===== src/rtl/nx_stream_distributor.sv =====
// nx_stream_distributor
//
// Merges the bypass stream (traffic passing through this node) with the node's
// own emit stream and steers each message into one of four registered
// directional output slots (north, east, south, west). Both sources are accepted
// in the same cycle when they target different directions. When both target the
// same direction, a 1-bit round-robin pointer picks the winner.
//
// Optional build macro: NX_DISTRIBUTOR_STATS_EN adds saturating per-source
// accepted-message counters (bypass_count_o, emit_count_o).
//
// Ports
//   clk_i, rst_i                      clock, asynchronous active-high reset
//   bypass_data_i/dir_i/valid_i       bypass message, target direction, present
//   bypass_ready_o                    bypass message accepted this cycle
//   emit_data_i/dir_i/valid_i         node-originated message, direction, present
//   emit_ready_o                      emit message accepted this cycle
//   {north,east,south,west}_data_o    directional slot data
//   {north,east,south,west}_valid_o   slot holds a message
//   {north,east,south,west}_ready_i   downstream consumes the slot
//   bypass_count_o, emit_count_o      accepted-message counters (stats build only)
//   idle_o                            all slots empty and both input valids low

package nx_stream_pkg;
  typedef logic [31:0] nx_message_t;
  typedef enum logic [1:0] {
    NX_NORTH = 2'd0,
    NX_EAST  = 2'd1,
    NX_SOUTH = 2'd2,
    NX_WEST  = 2'd3
  } nx_direction_t;
endpackage

module nx_stream_distributor
  import nx_stream_pkg::*;
#(
  parameter int COUNT_WIDTH = 16
) (
  input  logic                   clk_i,
  input  logic                   rst_i,
  input  nx_message_t            bypass_data_i,
  input  nx_direction_t          bypass_dir_i,
  input  logic                   bypass_valid_i,
  output logic                   bypass_ready_o,
  input  nx_message_t            emit_data_i,
  input  nx_direction_t          emit_dir_i,
  input  logic                   emit_valid_i,
  output logic                   emit_ready_o,
  output nx_message_t            north_data_o,
  output logic                   north_valid_o,
  input  logic                   north_ready_i,
  output nx_message_t            east_data_o,
  output logic                   east_valid_o,
  input  logic                   east_ready_i,
  output nx_message_t            south_data_o,
  output logic                   south_valid_o,
  input  logic                   south_ready_i,
  output nx_message_t            west_data_o,
  output logic                   west_valid_o,
  input  logic                   west_ready_i,
`ifdef NX_DISTRIBUTOR_STATS_EN
  output logic [COUNT_WIDTH-1:0] bypass_count_o,
  output logic [COUNT_WIDTH-1:0] emit_count_o,
`endif
  output logic                   idle_o
);

  logic [3:0]  slot_vld_p1;
  nx_message_t slot_data_p1 [4];

  logic [3:0]  ready_vec;
  logic [3:0]  slot_free;
  logic [3:0]  fill_bypass;
  logic [3:0]  fill_emit;
  logic        bypass_want;
  logic        emit_want;
  logic        conflict;
  logic        bypass_grant;
  logic        emit_grant;
  logic        last_grant;   // 0: bypass won the last conflict, 1: emit did

  // Stage p0: grant decision (combinational from inputs and slot state)
  assign ready_vec   = {west_ready_i, south_ready_i, east_ready_i, north_ready_i};
  // A slot being drained this cycle can be refilled in the same cycle.
  assign slot_free   = ~slot_vld_p1 | ready_vec;
  assign bypass_want = bypass_valid_i && slot_free[bypass_dir_i];
  assign emit_want   = emit_valid_i && slot_free[emit_dir_i];
  assign conflict    = bypass_want && emit_want && (bypass_dir_i == emit_dir_i);

  // On a conflict the source flagged by last_grant yields.
  assign bypass_grant = bypass_want && !(conflict && !last_grant);
  assign emit_grant   = emit_want && !(conflict && last_grant);

  assign bypass_ready_o = bypass_grant;
  assign emit_ready_o   = emit_grant;

  assign fill_bypass = bypass_grant ? (4'b0001 << bypass_dir_i) : 4'b0000;
  assign fill_emit   = emit_grant ? (4'b0001 << emit_dir_i) : 4'b0000;

  // Stage p1: directional output slots
  always_ff @(posedge clk_i or posedge rst_i) begin
    if (rst_i) begin
      slot_vld_p1 <= 4'b0000;
      for (int d = 0; d < 4; d++) begin
        slot_data_p1[d] <= '0;
      end
    end else begin
      for (int d = 0; d < 4; d++) begin
        if (fill_bypass[d]) begin
          slot_vld_p1[d]  <= 1'b1;
          slot_data_p1[d] <= bypass_data_i;
        end else if (fill_emit[d]) begin
          slot_vld_p1[d]  <= 1'b1;
          slot_data_p1[d] <= emit_data_i;
        end else if (ready_vec[d]) begin
          slot_vld_p1[d]  <= 1'b0;
        end
      end
    end
  end

  always_ff @(posedge clk_i or posedge rst_i) begin
    if (rst_i) begin
      last_grant <= 1'b0;
    end else if (conflict) begin
      last_grant <= emit_grant;
    end
  end

  assign north_valid_o = slot_vld_p1[0];
  assign east_valid_o  = slot_vld_p1[1];
  assign south_valid_o = slot_vld_p1[2];
  assign west_valid_o  = slot_vld_p1[3];
  assign north_data_o  = slot_data_p1[0];
  assign east_data_o   = slot_data_p1[1];
  assign south_data_o  = slot_data_p1[2];
  assign west_data_o   = slot_data_p1[3];

  assign idle_o = !(|slot_vld_p1) && !bypass_valid_i && !emit_valid_i;

`ifdef NX_DISTRIBUTOR_STATS_EN
  function automatic logic [COUNT_WIDTH-1:0] sat_inc(input logic [COUNT_WIDTH-1:0] v);
    return (&v) ? v : v + 1'b1;
  endfunction

  logic [COUNT_WIDTH-1:0] bypass_cnt_p1;
  logic [COUNT_WIDTH-1:0] emit_cnt_p1;

  // Stage p1: saturating accept counters
  always_ff @(posedge clk_i or posedge rst_i) begin
    if (rst_i) begin
      bypass_cnt_p1 <= '0;
      emit_cnt_p1   <= '0;
    end else begin
      if (bypass_grant) bypass_cnt_p1 <= sat_inc(bypass_cnt_p1);
      if (emit_grant)   emit_cnt_p1   <= sat_inc(emit_cnt_p1);
    end
  end

  assign bypass_count_o = bypass_cnt_p1;
  assign emit_count_o   = emit_cnt_p1;
`endif

endmodule


===== config.mk =====
export PLATFORM = sky130hd
export DESIGN_NAME = nx_stream_distributor
export DESIGN_NICKNAME = d
export VERILOG_FILES = /design/src/rtl/nx_stream_distributor.sv
export SDC_FILE = /design/constraint.sdc
export NUM_CORES = 1
export LEC_CHECK = 0
export BUFFER_PORTS_ARGS = -buffer_cell sky130_fd_sc_hd__buf_2
export CAP_MARGIN = 20
export CORE_UTILIZATION = 29
export DETAILED_ROUTE_END_ITERATION = 6
export GPL_TIMING_DRIVEN = 0
export HOLD_SLACK_MARGIN = 0.05
export MAX_ROUTING_LAYER = met4
export PLACE_DENSITY = 0.47
export SLEW_MARGIN = 30
export SYNTH_ARGS = -nofsm -noshare
export SYNTH_HDL_FRONTEND = slang
export SYNTH_SLANG_ARGS = --single-unit

===== constraint.sdc =====
create_clock -name clk_i -period 9.7 [get_ports clk_i]
set_input_delay 1.94 -clock clk_i [delete_from_list [all_inputs] [get_ports clk_i]]
set_output_delay 1.94 -clock clk_i [all_outputs]
set_load 0.02 [all_outputs]

==> flow_summary.json <==
{
  "outcome": "finished, final reports clean",
  "intPower_uw": 1380,
  "met2RoutedLength_mm": 12.0,
  "wl_mm": 25.6,
  "top_layer": "met4",
  "avgSynthCellArea_um2": 10.7,
  "fillers": 2459,
  "setup_tns_ps": 0,
  "drt_iter0_markers": 328,
  "final_common_cell": "buf_2",
  "tightest_slew_ps": 784,
  "ys_ff_latch": 133,
  "synth_area_leaders": "dfrtp_1 47%, mux2_1 14%, mux2_2 6.2%, a31oi_1 5.7%, nor3_1 4.7%",
  "grt.total_usage": 0.214,
  "viasPerCell": 5.20,
  "pin_count": 211,
  "multi_input_area_mm2": 0.00337,
  "grt-ovfl-total": 0,
  "drt_first_pass_iters": 5,
  "crit_path_max_fanout": 10,
  "timing.fmax_ghz": 0.175,
  "wl_per_cell_um": 20.9,
  "rsz0062_at_grt": "false",
  "die_w_um": 158,
  "slew_violations": 0,
  "setup_viol": 0,
  "antenna_found_initial": 1,
  "setup.worst_path.end_class": "output pin",
  "fin_crit_sh": 0.589,
  "cts_root_buf": "clkbuf_16",
  "die_area_mm2": 0.0250,
  "vias": 6361,
  "yosysUniqueCellTypes": 40,
  "cp.required_ps": 7760,
  "drv_cap": 0,
  "gp_congestion": 0.829,
  "dp_hpwl_mm": 18.7,
  "wl_met1_mm": 11.5,
  "htreeDepth": 4,
  "dp_slack_ps": 3940,
  "seq_power_share": 0.360,
  "power_frac_clock": 0.309,
  "yosysSeqAreaShare": 0.470,
  "mostFrequentLayoutCells": "225 x buf_2, 133 x dfrtp_1, 85 x mux2_1",
  "synth_edf_count": 0,
  "core_mm2": 0.0237,
  "p_leak_uw": 0.00386,
  "yosys_warnings": 0,
  "chipHeight_um": 158,
  "powerDensity_mw_per_mm2": 236,
  "cts_tree": "built",
  "synth_top_area_cell": "dfrtp_1",
  "ant_nets": 0,
  "area_growth_pct": 29.2,
  "worst_setup_path_start_kind": "primary input",
  "setup_ws_ps": 3990,
  "synth-main-ff-cell": "dfrtp_1",
  "crit_type": "primary input to output pin",
  "clk_pin_slew_ps": 50,
  "synth_top_cell_area_share": 0.470,
  "clockBufferDepth": 2,
  "period_needed_ps": 5710,
  "final_net_count": 966,
  "ys_async_sr_fraction": 1.00,
  "port_buffers": 206,
  "switching_share": 0.361,
  "cts_buffers": 17,
  "grt_max_degree": 80,
  "netlist_area_mm2": 0.00708,
  "ff_latch_area_mm2": 0.00333,
  "hold_violations": 0,
  "post_cts_resized": 0,
  "slew_headroom": 0.475,
  "drc_errors": 0,
  "combPwrFrac": 0.331,
  "irDropWorstVdd_mv": 0.120,
  "start_util": 0.299,
  "met3_length_mm": 1.83,
  "synthCells": 664,
  "clock-sinks": 133,
  "synth_nets": 740,
  "rows": 56,
  "arrival_ps": 3770,
  "grt_pass1_vias": 6283,
  "hp-class": "flip-flop to flip-flop",
  "p_sw_uw": 781,
  "grt_pass1_wl_mm": 38.1,
  "layout-drive-gt1-share": 0.357,
  "cts_hold_buf": 0,
  "fin_worst_skew_ps": 9.10,
  "post-cts-setup-buffer-count": 0,
  "clock_latency_ps": 420
}
## synthesized netlist by cell type (3+ instances only)
cell type / n
nand2_1: 17
nand4_1: 32
a31oi_1: 65
o211ai_1: 3
o21ai_1: 5
buf_6: 6
nor2b_1: 5
nor2_1: 6
o21ai_0: 60
dfrtp_1: 133
buf_2: 19
inv_1: 5
mux2_1: 85
and2_1: 3
nor3_1: 67
nand3_1: 10
or3_1: 30
mux2_2: 39
nand2b_1: 7
clkbuf_1: 32
buf_4: 10
## per-stage QoR
| step | power (µW) | util | hold slack (ps) | cells | area, µm² |
|---|---|---|---|---|---|
| floorplan | 1220 | - | 475 | 664 | 7080 |
| global placement | 1500 | 0.359 | 510 | 1189 | 8510 |
| detailed placement | 1510 | 0.361 | 513 | 1190 | 8550 |
| CTS | 2180 | 0.386 | 529 | 1222 | 9150 |
| global route | 2270 | 0.386 | 543 | 1223 | 9150 |
| finish | 2160 | 0.386 | 530 | 1223 | 9150 |
## kinds of logic (layout without fill, tap and decap cells)
family,after synthesis,after routing,synth area share
simple gates,188,188,0.151
compound gates,139,139,0.116
flops,133,133,0.470
mux,128,128,0.206
buf+inv,73,312,0.0537
xor+xnor,3,3,0.00371
other cells,0,1,0
## power groups by stage
stage / Combinational (µW) / Clock, µW / Sequential, µW
2_1_floorplan: 262 / 0 / 963
3_3_place_gp: 716 / 0 / 786
3_5_place_dp: 721 / 0 / 787
4_1_cts: 723 / 681 / 779
5_1_grt: 777 / 700 / 797
6_report: 716 / 668 / 778
## final timing paths
path | start | to | slack (ps) | cells after the start
setup / recovery | bypass_dir_i[1] | emit_ready_o | 3990 | 6
hold / removal | last_grant$_DFFE_PP0N_ | last_grant$_DFFE_PP0N_ | 530 | 1
setup reg to reg | slot_vld_p1[3]$_DFFE_PP0P_ | north_data_o[27]$_DFFE_PP0P_ | 7090 | 6
hold reg to reg | last_grant$_DFFE_PP0N_ | last_grant$_DFFE_PP0N_ | 530 | 1
max in group asynchronous | rst_i | east_data_o[29]$_DFFE_PP0P_ | 7400 | 3
min in group asynchronous | rst_i | east_data_o[10]$_DFFE_PP0P_ | 1530 | 2
## layout make-up
class / instances / share of cell area
Tap cell: 319 / 0.0436
Timing Repair Buffer: 207 / 0.116
Multi-Input combinational cell: 458 / 0.369
Antenna cell: 1 / 0.000273
Sequential cell: 133 / 0.364
Clock buffer: 20 / 0.0488
Clock inverter: 12 / 0.0170
Buffer: 68 / 0.0395
Inverter: 5 / 0.00287
## state kept, by name, indices dropped and copies added (netlist names)
signal        count
east_data_o      32
last_grant        1
north_data_o     32
slot_vld_p1       4
south_data_o     32
west_data_o      32
## per-layer routing
layer  up-vias  GRT usage
met2       239      0.339
met5         -          -
li1       2978          -
met1      3122      0.273
met4         0     0.0522
met3        22     0.0533
## worst max-delay path, cell delays in order
cell	delay (ps)
buf_2	170
mux4_2	560
nor2_1	310
clkbuf_1	490
nor2_1	120
buf_2	180
Note: power is estimated with default switching activity, not from simulation.
